$ cat config.mk
export PLATFORM = sky130hd
export DESIGN_NAME = hazard_control_unit
export DESIGN_NICKNAME = d
export VERILOG_FILES = /design/src/rtl/hazard_control_unit.sv
export SDC_FILE = /design/constraint.sdc
export NUM_CORES = 1
export LEC_CHECK = 0
export CORE_MARGIN = 2
export CORE_UTILIZATION = 36
export DETAILED_ROUTE_END_ITERATION = 8
export PLACE_DENSITY = 0.87
export SKIP_CTS_REPAIR_TIMING = 1
export SLEW_MARGIN = 5
export SYNTH_ARGS = -nofsm -noshare
export SYNTH_HDL_FRONTEND = slang
export SYNTH_SLANG_ARGS = --single-unit
$ cat constraint.sdc
create_clock -name i_clk -period 4 [get_ports i_clk]
set_clock_uncertainty 0.15 [all_clocks]
set_input_delay 0.8 -clock i_clk [delete_from_list [all_inputs] [get_ports i_clk]]
set_output_delay 0.8 -clock i_clk [all_outputs]
set_load 0.01 [all_outputs]
$ cat src/rtl/hazard_control_unit.sv
// hazard_control_unit: load-use/branch hazard stall FSM with IF/ID flush and debug halt.
// Optional saturating stall/flush performance counters under `HDU_PERF_CNT_EN.
module hazard_control_unit #(
  parameter int REG_ADDR_W        = 5,
  parameter int LOAD_STALL_CYCLES = 1,
  parameter int CNT_W             = 16
) (
  input  logic                  i_clk,
  input  logic                  i_reset,
  input  logic                  i_id_ex_memread,
  input  logic                  i_id_ex_regwrite,
  input  logic [REG_ADDR_W-1:0] i_id_ex_rt,
  input  logic [REG_ADDR_W-1:0] i_ex_rd,
  input  logic                  i_ex_mem_memread,
  input  logic [REG_ADDR_W-1:0] i_ex_mem_rd,
  input  logic [REG_ADDR_W-1:0] i_if_id_rs,
  input  logic [REG_ADDR_W-1:0] i_if_id_rt,
  input  logic                  i_if_id_uses_rt,
  input  logic [1:0]            i_jumptype,
  input  logic                  i_branch_taken,
  input  logic                  i_halt,
  output logic                  o_pc_write,
  output logic                  o_if_id_write,
  output logic                  o_ctrl_to_zero,
  output logic                  o_if_id_flush,
  output logic                  o_stall,
  output logic [CNT_W-1:0]      o_stall_count,
  output logic [CNT_W-1:0]      o_flush_count
);
  typedef enum logic [1:0] {RUN, STALL, HALT} state_t;
  localparam logic [2:0] LS  = 3'(LOAD_STALL_CYCLES);
  localparam logic [2:0] LS1 = 3'(LOAD_STALL_CYCLES + 1);
  state_t state_q, state_d;
  logic [2:0] cnt_q, cnt_d, n;
  logic br, rt_ok, ex_load, ex_alu, mem_load, flush_req, stall, frozen, flush;
  function automatic logic hit(input logic [REG_ADDR_W-1:0] s, input logic [REG_ADDR_W-1:0] d);
    return s != '0 && s == d;
  endfunction
  assign br        = i_jumptype == 2'b01 || i_jumptype == 2'b10;
  assign rt_ok     = i_if_id_uses_rt && i_jumptype != 2'b10;
  assign ex_load   = i_id_ex_memread && (hit(i_if_id_rs, i_id_ex_rt) || (rt_ok && hit(i_if_id_rt, i_id_ex_rt)));
  assign ex_alu    = i_id_ex_regwrite && (hit(i_if_id_rs, i_ex_rd) || (rt_ok && hit(i_if_id_rt, i_ex_rd)));
  assign mem_load  = i_ex_mem_memread && (hit(i_if_id_rs, i_ex_mem_rd) || (rt_ok && hit(i_if_id_rt, i_ex_mem_rd)));
  assign n         = br && ex_load ? LS1 : ex_load ? LS : br && (ex_alu || mem_load) ? 3'd1 : 3'd0;
  assign flush_req = i_jumptype[1] || (i_jumptype == 2'b01 && i_branch_taken);
  always_comb begin
    state_d = state_q;
    cnt_d   = cnt_q;
    stall   = 1'b0;
    frozen  = 1'b0;
    flush   = 1'b0;
    case (state_q)
      RUN: begin
        if (i_halt) begin
          frozen  = 1'b1;
          state_d = HALT;
        end else if (n != 3'd0) begin
          stall = 1'b1;
          if (n > 3'd1) begin
            state_d = STALL;
            cnt_d   = n - 3'd1;
          end
        end else flush = flush_req;
      end
      STALL: begin
        stall   = 1'b1;
        cnt_d   = cnt_q - 3'd1;
        state_d = cnt_q == 3'd1 ? RUN : STALL;
      end
      HALT: begin
        frozen  = 1'b1;
        state_d = i_halt ? HALT : RUN;
      end
      default: state_d = RUN;
    endcase
  end
  always_ff @(posedge i_clk) begin
    if (i_reset) begin
      state_q <= RUN;
      cnt_q   <= 3'd0;
    end else begin
      state_q <= state_d;
      cnt_q   <= cnt_d;
    end
  end
  assign o_pc_write     = !i_reset && !stall && !frozen;
  assign o_if_id_write  = o_pc_write;
  assign o_ctrl_to_zero = i_reset || stall || frozen;
  assign o_if_id_flush  = !i_reset && flush;
  assign o_stall        = !i_reset && stall;
`ifdef HDU_PERF_CNT_EN
  logic [CNT_W-1:0] stall_count_q, stall_count_d, flush_count_q, flush_count_d;
  always_comb begin
    stall_count_d = stall_count_q + CNT_W'(o_stall && !(&stall_count_q));
    flush_count_d = flush_count_q + CNT_W'(o_if_id_flush && !(&flush_count_q));
  end
  always_ff @(posedge i_clk) begin
    if (i_reset) begin
      stall_count_q <= '0;
      flush_count_q <= '0;
    end else begin
      stall_count_q <= stall_count_d;
      flush_count_q <= flush_count_d;
    end
  end
  assign o_stall_count = stall_count_q;
  assign o_flush_count = flush_count_q;
`else
  assign o_stall_count = '0;
  assign o_flush_count = '0;
`endif
endmodule

==> impl_metrics.yaml <==
status:
  status: "completed"
cells_and_area:
  fill_cells: 233
  drive_gt1_frac: 0.288
  area_delta_synth_final_pct: 64.4
  nets: 250
  stdcell_area_sq_um: 1730
  multiInputGateArea_sq_um: 878
  seqCellArea_sq_um: 100
  finish.cell_count_without_fillers: 240
  final_core_util: 0.627
yosys:
  yosys_warnings: 0
  syn_avg_cell_area_sq_um: 7.79
  netlist.area_leader.share: 0.236
  ys_seq_elements: 5
  ys_async_sr_fraction: 0
  synth-edff-count: 0
  netlist_instances: 135
  ys.flop_type: "dfxtp_1"
  synth_area_sq_um: 1050
  synth_top_cell_by_area: "buf_4"
  synth_most_common_cell: "buf_4"
  synth_common_cells: "buf_4, xor2_1, xnor2_1"
  ys_types: 33
  synth_area_leaders: "buf_4, xor2_1, dfxtp_1, xnor2_1, ha_1"
  seq_area_frac_synth: 0.0952
place:
  placed_area_sq_um: 1560
  pre_cts_ws_ns: -0.749
  post-dp-hpwl_um: 2290
  dp.cells: 231
  port_buffers: 39
  gp_congestion: 0.867
floorplan:
  rows: 19
  fp.dieW_um: 58.0
  dieArea_sq_um: 3370
  boundaryPins: 72
  start_util: 0.381
  core_sq_um: 2760
  fp.dieH_um: 58.0
worst_setup_path:
  crit_type: "in2out"
  cp-start-kind: "input pin"
  cp_slowest_cell: "or4_4"
  rrSetupSlack_ns: 2.38
  cp.buffers_inverters: 4
  path_delay_family: "simple AND/OR/NAND/NOR gates"
  arrival_ns: 3.01
  path_max_fanout: 2
  crit_required_ns: 3.05
  slowest_delay_ns: 0.54
  path_cells: "dlymetal6s2s_1 -> or4_4 -> nor2_4 -> buf_4 -> a21oi_1 -> o211ai_1 -> o21a_1 -> ha_2 -> nand2_2 -> or2_4 -> a21o_1 -> inv_1 -> buf_2"
  cp-end-kind: "primary output"
timing:
  max_freq_mhz: 252
  min_period_ns: 3.96
  setup_violations: 0
  drv_slew: 0
  fin_ws_ns: 0.0358
  finalCritPeriodShare: 0.991
  hold_viol_final: 0
global_route:
  grt_pass1_wl_um: 4130
  grt_max_degree: 8
  grt_use_total: 0.156
  grt_pass1_vias: 1003
  antenna_found_initial: 1
  gr-total-overflow: 0
power:
  p_sw_mw: 0.0996
  p_int_mw: 0.170
  p_comb_frac: 0.570
  seqPwrFrac: 0.214
  p_clk_frac: 0.216
  p_leak_nw: 0.966
  cellPowerDensity_nw_per_um2: 156
  ir_drop_v: 0.000248
  swShare: 0.370
detailed_routing:
  drt_iter0_drc: 22
  via_per_inst: 4.63
  wl_per_cell_um: 12.9
  wirelength_um: 3100
  dr_total_vias: 1111
  remaining_drc_errors: 0
  dr.pass1.iters: 4
  ant_nets: 0
clock_tree:
  cts_tree: "built"
  cts.path.max_buffers: 2
  clk_latency_ns: 0.24
  clk_pin_slew_ns: 0.04
  cts_buffers: 3
  cts_htree_levels: 1
  clkSinkCount: 5
  root_buffer: "clkbuf_4"
hold_path:
  hp-class: "reg2reg"
job:
  max-cap-violations: 0
[area by class of cell]
| cell class | count | share of cell area |
|---|---|---|
| Clock buffer | 4 | 0.0152 |
| Antenna cell | 1 | 0.00145 |
| Timing Repair Buffer | 71 | 0.379 |
| Sequential cell | 5 | 0.0579 |
| Multi-Input combinational cell | 121 | 0.508 |
| Inverter | 7 | 0.0152 |
| Tap cell | 31 | 0.0224 |
[power by group through the flow]
stage | clock [mW] | combinational (mW) | sequential, mW
4_1_cts | 0.0595 | 0.144 | 0.0575
6_report | 0.0581 | 0.154 | 0.0578
3_3_place_gp | 0 | 0.141 | 0.0582
3_5_place_dp | 0 | 0.144 | 0.0583
5_1_grt | 0.0670 | 0.167 | 0.0582
2_1_floorplan | 0 | 0.0873 | 0.0574
[worst register-to-register path: stages (launching register included)]
cell and delay (ns):
dfxtp_1 0.46, nand2b_1 0.28, mux2_2 0.36, a211o_1 0.26
nand2_1 0.05
[cells in the final DEF (no fill, tap or decap), types with 3 or more instances in the layout]
| master | Yosys | final |
|---|---|---|
| conb_1 | 1 | 32 |
| buf_4 | 33 | 30 |
| dlymetal6s2s_1 | 0 | 23 |
| xor2_1 | 20 | 20 |
| xnor2_1 | 11 | 10 |
| clkdlybuf4s50_1 | 0 | 8 |
| inv_1 | 7 | 7 |
| nand3_1 | 6 | 6 |
| clkbuf_2 | 0 | 6 |
| ha_1 | 6 | 5 |
| dfxtp_1 | 5 | 5 |
| nor2_1 | 6 | 4 |
| nor4_1 | 6 | 3 |
| nand2_1 | 4 | 3 |
| clkbuf_4 | 0 | 3 |
[worst paths after layout]
| check | from | to | cells past startpoint |
|---|---|---|---|
| worst max-delay path | i_if_id_rs[2] | o_if_id_write | 13 |
| worst min-delay path | cnt_q[1] | cnt_q[1] | 2 |
| worst max register to register | state_q[1] | cnt_q[1] | 4 |
| worst min register to register | cnt_q[1] | cnt_q[1] | 2 |
[metrics by stage]
stage / power [mW] / TNS [ns] / hold slack (ns)
after global routing: 0.292 / -0.283 / 0.357
after global placement: 0.199 / -3.05 / 0.302
after detailed placement: 0.202 / -3.38 / 0.302
after floorplan: 0.145 / 0 / 0.287
after CTS: 0.261 / -3.49 / 0.309
final: 0.270 / 0 / 0.308
[sequential cells by signal, indices dropped and copies added, names as in the netlist]
| name | count |
|---|---|
| cnt_q | 3 |
| state_q | 2 |
[routing by layer]
metal | GRT usage | vias to the layer above | routed length (um)
met5 | 0 | - | 0
met3 | 0.0379 | 2 | 127
met1 | 0.174 | 531 | 1190
met2 | 0.291 | 35 | 1760
met4 | 0.0432 | 0 | 28
li1 | - | 543 | -
[cell families (layout without fill, tap and decap cells)]
logic type	after synthesis	in the layout	synth area share
other	1	33	0.00357
xor gates and xnor gates	31	31	0.258
buffers and inverters	40	82	0.261
and+or+nand+nor	34	34	0.185
muxes	2	2	0.0202
adders and majority gates	6	6	0.0714
DFF	5	5	0.0952
AOI/OAI and AO/OA	16	16	0.106
Power figures use the tool's default switching activity.
